===== config.mk =====
export PLATFORM = sky130hd
export DESIGN_NAME = img_pixel_streamer
export DESIGN_NICKNAME = d
export VERILOG_FILES = /design/src/rtl/img_pixel_streamer.sv
export SDC_FILE = /design/constraint.sdc
export NUM_CORES = 2
export LEC_CHECK = 0
export BUFFER_PORTS_ARGS = -buffer_cell sky130_fd_sc_hd__buf_2
export CORE_MARGIN = 2
export CORE_UTILIZATION = 55
export CTS_BUF_LIST = sky130_fd_sc_hd__clkbuf_4 sky130_fd_sc_hd__clkbuf_8
export DETAILED_ROUTE_END_ITERATION = 6
export PLACE_DENSITY = 0.71
export SLEW_MARGIN = 20
export SYNTH_ARGS = -nofsm -noshare
export SYNTH_HDL_FRONTEND = slang
export SYNTH_SLANG_ARGS = --single-unit

===== constraint.sdc =====
create_clock -name clk -period 2.9 [get_ports clk]
set_input_delay 0.145 -clock clk [delete_from_list [all_inputs] [get_ports clk]]
set_output_delay 0.145 -clock clk [all_outputs]
set_load 0.01 [all_outputs]

===== src/rtl/img_pixel_streamer.sv =====
// img_pixel_streamer: frame buffer that streams its contents in raster order,
// optionally with a zero border (define IMG_PIXEL_STREAMER_PAD_EN).
module img_pixel_streamer #(
    parameter int BITS        = 9,
    parameter int IMG_WIDTH   = 16,
    parameter int IMG_HEIGHT  = 16,
    parameter int KERNEL_SIZE = 3
) (
    input  logic                                   clk,
    input  logic                                   reset,
    input  logic                                   load_en,
    input  logic [$clog2(IMG_WIDTH*IMG_HEIGHT)-1:0] load_addr,
    input  logic [BITS-1:0]                        load_data,
    input  logic                                   start,
    input  logic                                   stall,
    output logic                                   write_en,
    output logic [BITS-1:0]                        serial_img_in,
    output logic                                   busy,
    output logic                                   done
);
`ifdef IMG_PIXEL_STREAMER_PAD_EN
    localparam bit PAD = 1'b1;
`else
    localparam bit PAD = 1'b0;
`endif
    localparam int N  = IMG_WIDTH * IMG_HEIGHT;
    localparam int AW = $clog2(N);
    localparam int P  = PAD ? (KERNEL_SIZE - 1) / 2 : 0;
    localparam int PW = IMG_WIDTH + 2 * P;
    localparam int PH = IMG_HEIGHT + 2 * P;
    localparam int CW = PW > 1 ? $clog2(PW) : 1;
    localparam int RW = PH > 1 ? $clog2(PH) : 1;

    typedef enum logic [1:0] {IDLE, STREAM, DONE} state_t;

    state_t          r_state;
    logic [CW-1:0]   r_col;
    logic [RW-1:0]   r_row;
    logic            r_fin;
    logic [BITS-1:0] r_mem [0:N-1];
    logic [AW-1:0]   w_idx;
    logic [BITS-1:0] w_pix;
    logic            w_last;
    logic            w_col_wrap;

    assign w_col_wrap = r_col == CW'(PW - 1);
    assign w_last     = w_col_wrap && r_row == RW'(PH - 1);

`ifdef IMG_PIXEL_STREAMER_PAD_EN
    logic w_border;
    // Border positions read as zero; interior positions are shifted back by P.
    always_comb begin
        w_border = r_row < RW'(P) || r_row >= RW'(P + IMG_HEIGHT) ||
                   r_col < CW'(P) || r_col >= CW'(P + IMG_WIDTH);
        w_idx    = AW'(r_row - RW'(P)) * AW'(IMG_WIDTH) + AW'(r_col - CW'(P));
        w_pix    = w_border ? '0 : r_mem[w_idx];
    end
`else
    // Raster address of the current pixel.
    always_comb begin
        w_idx = AW'(r_row) * AW'(IMG_WIDTH) + AW'(r_col);
        w_pix = r_mem[w_idx];
    end
`endif

    // Frame memory: writable only while idle, survives reset.
    always_ff @(posedge clk) begin
        if (r_state == IDLE && load_en && {1'b0, load_addr} < (AW+1)'(N))
            r_mem[load_addr] <= load_data;
    end

    // Stream control: one pixel per unstalled edge, then a one-cycle done.
    always_ff @(posedge clk or posedge reset) begin
        if (reset) begin
            r_state       <= IDLE;
            r_col         <= '0;
            r_row         <= '0;
            r_fin         <= 1'b0;
            write_en      <= 1'b0;
            serial_img_in <= '0;
            busy          <= 1'b0;
            done          <= 1'b0;
        end else begin
            case (r_state)
                IDLE: begin
                    done <= 1'b0;
                    if (start) begin
                        r_state <= STREAM;
                        busy    <= 1'b1;
                        r_col   <= '0;
                        r_row   <= '0;
                        r_fin   <= 1'b0;
                    end
                end
                STREAM: begin
                    if (r_fin) begin
                        r_state  <= DONE;
                        write_en <= 1'b0;
                        busy     <= 1'b0;
                        done     <= 1'b1;
                    end else if (stall) begin
                        write_en <= 1'b0;
                    end else begin
                        write_en      <= 1'b1;
                        serial_img_in <= w_pix;
                        r_fin         <= w_last;
                        r_col         <= w_col_wrap ? '0 : r_col + 1'b1;
                        r_row         <= w_col_wrap ? r_row + 1'b1 : r_row;
                    end
                end
                DONE: begin
                    done    <= 1'b0;
                    r_state <= IDLE;
                end
                default: r_state <= IDLE;
            endcase
        end
    end
endmodule

==> key figures <==
Status
  – Run status: finished, violations left
  – Failing checks: design-rule violations, negative setup slack

Layout
  – Synthesis-to-layout area growth: 17.59%
  – Nets: 5,399
  – Non-Filler Instances: 7,832
  – Layout cell share with drive strength beyond 1: 34.29%
  – Fill count: about 11,000

Logic synthesis
  – Post-synth EDFFs: between 2,000 and 2,500
  – Async set-reset flop share out of synthesis: 0.9884%
  – Post-Syn Instances: roughly 4,500
  – Yosys warnings: 0
  – Post-synth top flop: edfxtp_1
  – Largest family of logic cells by synthesized area: multiplexers
  – Compound-Gate Fraction of Synth Area: approximately 3.6%
  – Post-synthesis sequential area ratio: 76.56%
  – #FFs+latches synth: 2,327
  – Count leader, synth: edfxtp_1
  – Distinct cells, synth: 76
  – XOR/XNOR share of the synthesized area: less than 1%
  – Mux contribution to synthesized area: approximately 15%
  – Post-synthesis simple-gate area fraction: just under 3%
  – Area share of fa/ha/maj cells after synthesis: 0.02746%
  – Synth top area cells: edfxtp_1 (76%), mux4_2 (11%), mux2i_1 (3.0%)
  – Post-synth top area share: 75.93%
  – Synth Net Count: 4,477
  – Commonest cells post-synth: edfxtp_1 (2,304), mux4_2 (460), nor2_1 (324)
  – Cell Area, Synth: roughly 90,000 um^2
  – Syn Area/Cell: roughly 20 um^2
  – Area leader, netlist: edfxtp_1

Timing
  – Hold_ws: 0.1242 ns
  – Clock Skew: 0.08952 ns
  – RSZ-0062 raised after global routing: yes
  – Min cycle time layout: 3.065 ns
  – Period utilization: 105.7%
  – Pins over their slew limit: 0
  – Slew headroom: 34.96%
  – Setup-failing EPs final: 9
  – Setup tns final: -1.075 ns
  – Achievable frequency: 0.3262 GHz
  – Setup ws final: -0.1654 ns
  – Slew @ Worst Pin: 0.9756 ns
  – Final Hold Viols: 0

Die
  – Core area: 164,800 um^2
  – FP Rows: 149
  – Die Wd: roughly 410 um
  – I/O Pins: 34
  – Die height: 411.0 um
  – Initial Utilization: between 50% and 60%
  – Die Area: 168,900 um^2

Power
  – LEAKAGE: 35.20 nW
  – Peak supply drop: 0.6170 mV
  – PD cells: 865.3 nW/um^2
  – Total Power: 92.71 mW

Drt
  – First-pass DRT Iterations: 7
  – Via density: 6.436
  – DRT antenna net count: 0
  – Vias after detailed routing: just over 50,000
  – WL per Instance: 31.40 um
  – Final wirelength: 246.0 mm
  – Initial drt markers: 7,905
  – Remaining DRCs: 1

CTS
  – Clk_lat worst skew: 1.09 ns
  – Clk slew on worst S/H paths: 0.07 ns
  – Root Buffer: clkbuf_8
  – H-tree depth: 5
  – TritonCTS clock tree: yes
  – Clock Sinks: about 2,300
  – CTS Buf Count: 367
  – CTS max path bufs: 4

GRT
  – GRT busiest layer: met2
  – M2 GR Usage: 44.00%
  – GRT met3 Usage: roughly 6.6%
  – M1 GR Usage: about two fifths
  – Total gr overflow: 0
  – Initial antenna violation count: 7
  – Vias in the first global route: 49,130
  – Largest net degree at the start of global routing: 107
  – Total Routing Usage GR: between 20% and 30%
  – First-pass GRT wire length: about 350 mm

Worst setup path
  – CP max FO: 18
  – WP data required: 3.85 ns
  – CP max stage delay: 0.58 ns
  – CP endpoint kind: flop
  – R2R setup slack: -0.17 ns
  – Slowest CP cell: mux4_2
  – Crit Path Category: flop to flop
  – CP arrival: 4.02 ns
  – Type of origin of the critical path: flop
  – Critical-path cell list: buf_12, buf_16, buf_4, buf_16, mux4_2, a21oi_2, o311ai_1, or3_4, nor3_2, buf_4, o32ai_2

Placed design
  – Port Buffers: 33
  – Dpl ws: -0.4848 ns
  – DP Cell Count: approximately 7,000
  – HPWL reported at the end of detailed placement: 154.4 mm
  – Placer Congestion: 0.9248

Hold path
  – HP Class: primary input to flop

Job
  – Max cap viols: 0
-- flip-flops by register name, summed over array words and instances (netlist names) --
name and cells:
r_col 4, busy 1, r_state 2, r_row 4, r_mem 2304, r_fin 1, done 1, serial_img_in 9
write_en 1
-- where the power goes --
part / total, mW / internal [mW] / switching (mW)
Combinational: 28.7 / 13.2 / 15.5
Sequential: 37.5 / 37.1 / 0.324
Clock: 26.5 / 14.1 / 12.4
Total: 92.7 / 64.4 / 28.3
-- metrics by stage --
stage          utilization [%]  area (um^2)
2_1_floorplan                -        91120
3_3_place_gp             59.95        98800
3_5_place_dp             59.95        98800
4_1_cts                  64.65       106600
5_1_grt                  65.01       107100
6_report                 65.02       107100
-- logic make-up after synthesis --
kind of cell               count (synthesis)
muxes                                    760
buffers and inverters                    280
AOI/OAI and AO/OA                        447
xor gates and xnor gates                   2
adders and majority gates                  2
and+or+nand+nor                          635
DFF                                     2327
-- repair_timing --
action,4_1_cts,5_1_grt
hold buffers,25,0
setup endpoints to repair,9,9
cloned,5,3
pin swaps,15,21
resized for setup,81,59
setup buffers,13,35
hold endpoints to repair,2222,0
-- placed cells by master (no fill, tap or decap), types with 17 or more instances in the layout --
cell	Yosys	routed
a21oi_1	75	64
a221o_1	19	19
a221oi_1	72	63
a22oi_1	64	60
a31oi_1	22	19
buf_12	13	82
buf_2	60	24
buf_4	17	653
clkbuf_4	0	111
clkbuf_8	0	381
clkinv_1	1	92
clkinv_2	0	43
dfrtp_1	23	18
dlygate4sd3_1	0	25
edfxtp_1	2304	2304
mux2_2	20	20
mux2i_1	272	266
mux4_2	460	461
nand2_1	143	134
nand3_1	63	57
nand4_1	17	17
nor2_1	324	320
nor3_1	27	19
o21ai_0	61	54
o22ai_1	25	23
-- per-layer routing --
metal  wire (um)  part of all wire [%]
met3       28670                    12
met4       10610                   4.3
met5          90                 0.037
met1       92170                    37
met2      114400                    47
-- worst paths after layout --
kind                               endpoint  cells after the start             start
setup / recovery           serial_img_in[2]                     11          r_col[0]
max in group asynchronous          r_col[3]                      5             reset
hold reg to reg            serial_img_in[0]                      1  serial_img_in[0]
min in group asynchronous          r_row[1]                      4             reset
hold / removal                     r_row[2]                      4             start
setup reg to reg           serial_img_in[2]                     11          r_col[0]
-- worst max-delay path, delay by kind of cell, from the launching register on --
family / cells / cell delay, ns
and+or+nand+nor: 2 / 0.62
DFF: 1 / 0.47
AOI/OAI and AO/OA: 3 / 0.41
buffers and inverters: 5 / 0.83
muxes: 1 / 0.58
-- area by class of cell --
| cell class | instances | area [um^2] | area share, % |
|---|---|---|---|
| Sequential cell | 2327 | 69780 | 65.12 |
| Multi-Input combinational cell | 1846 | 20090 | 18.75 |
| Antenna cell | 3 | 7.507 | 0.007006 |
| Tap cell | 2189 | 2739 | 2.556 |
| Clock inverter | 151 | 890.9 | 0.8314 |
| Inverter | 12 | 52.55 | 0.04904 |
| Timing Repair Buffer | 821 | 7639 | 7.129 |
| Clock buffer | 483 | 5953 | 5.556 |
(Power assumes the default switching activity.)
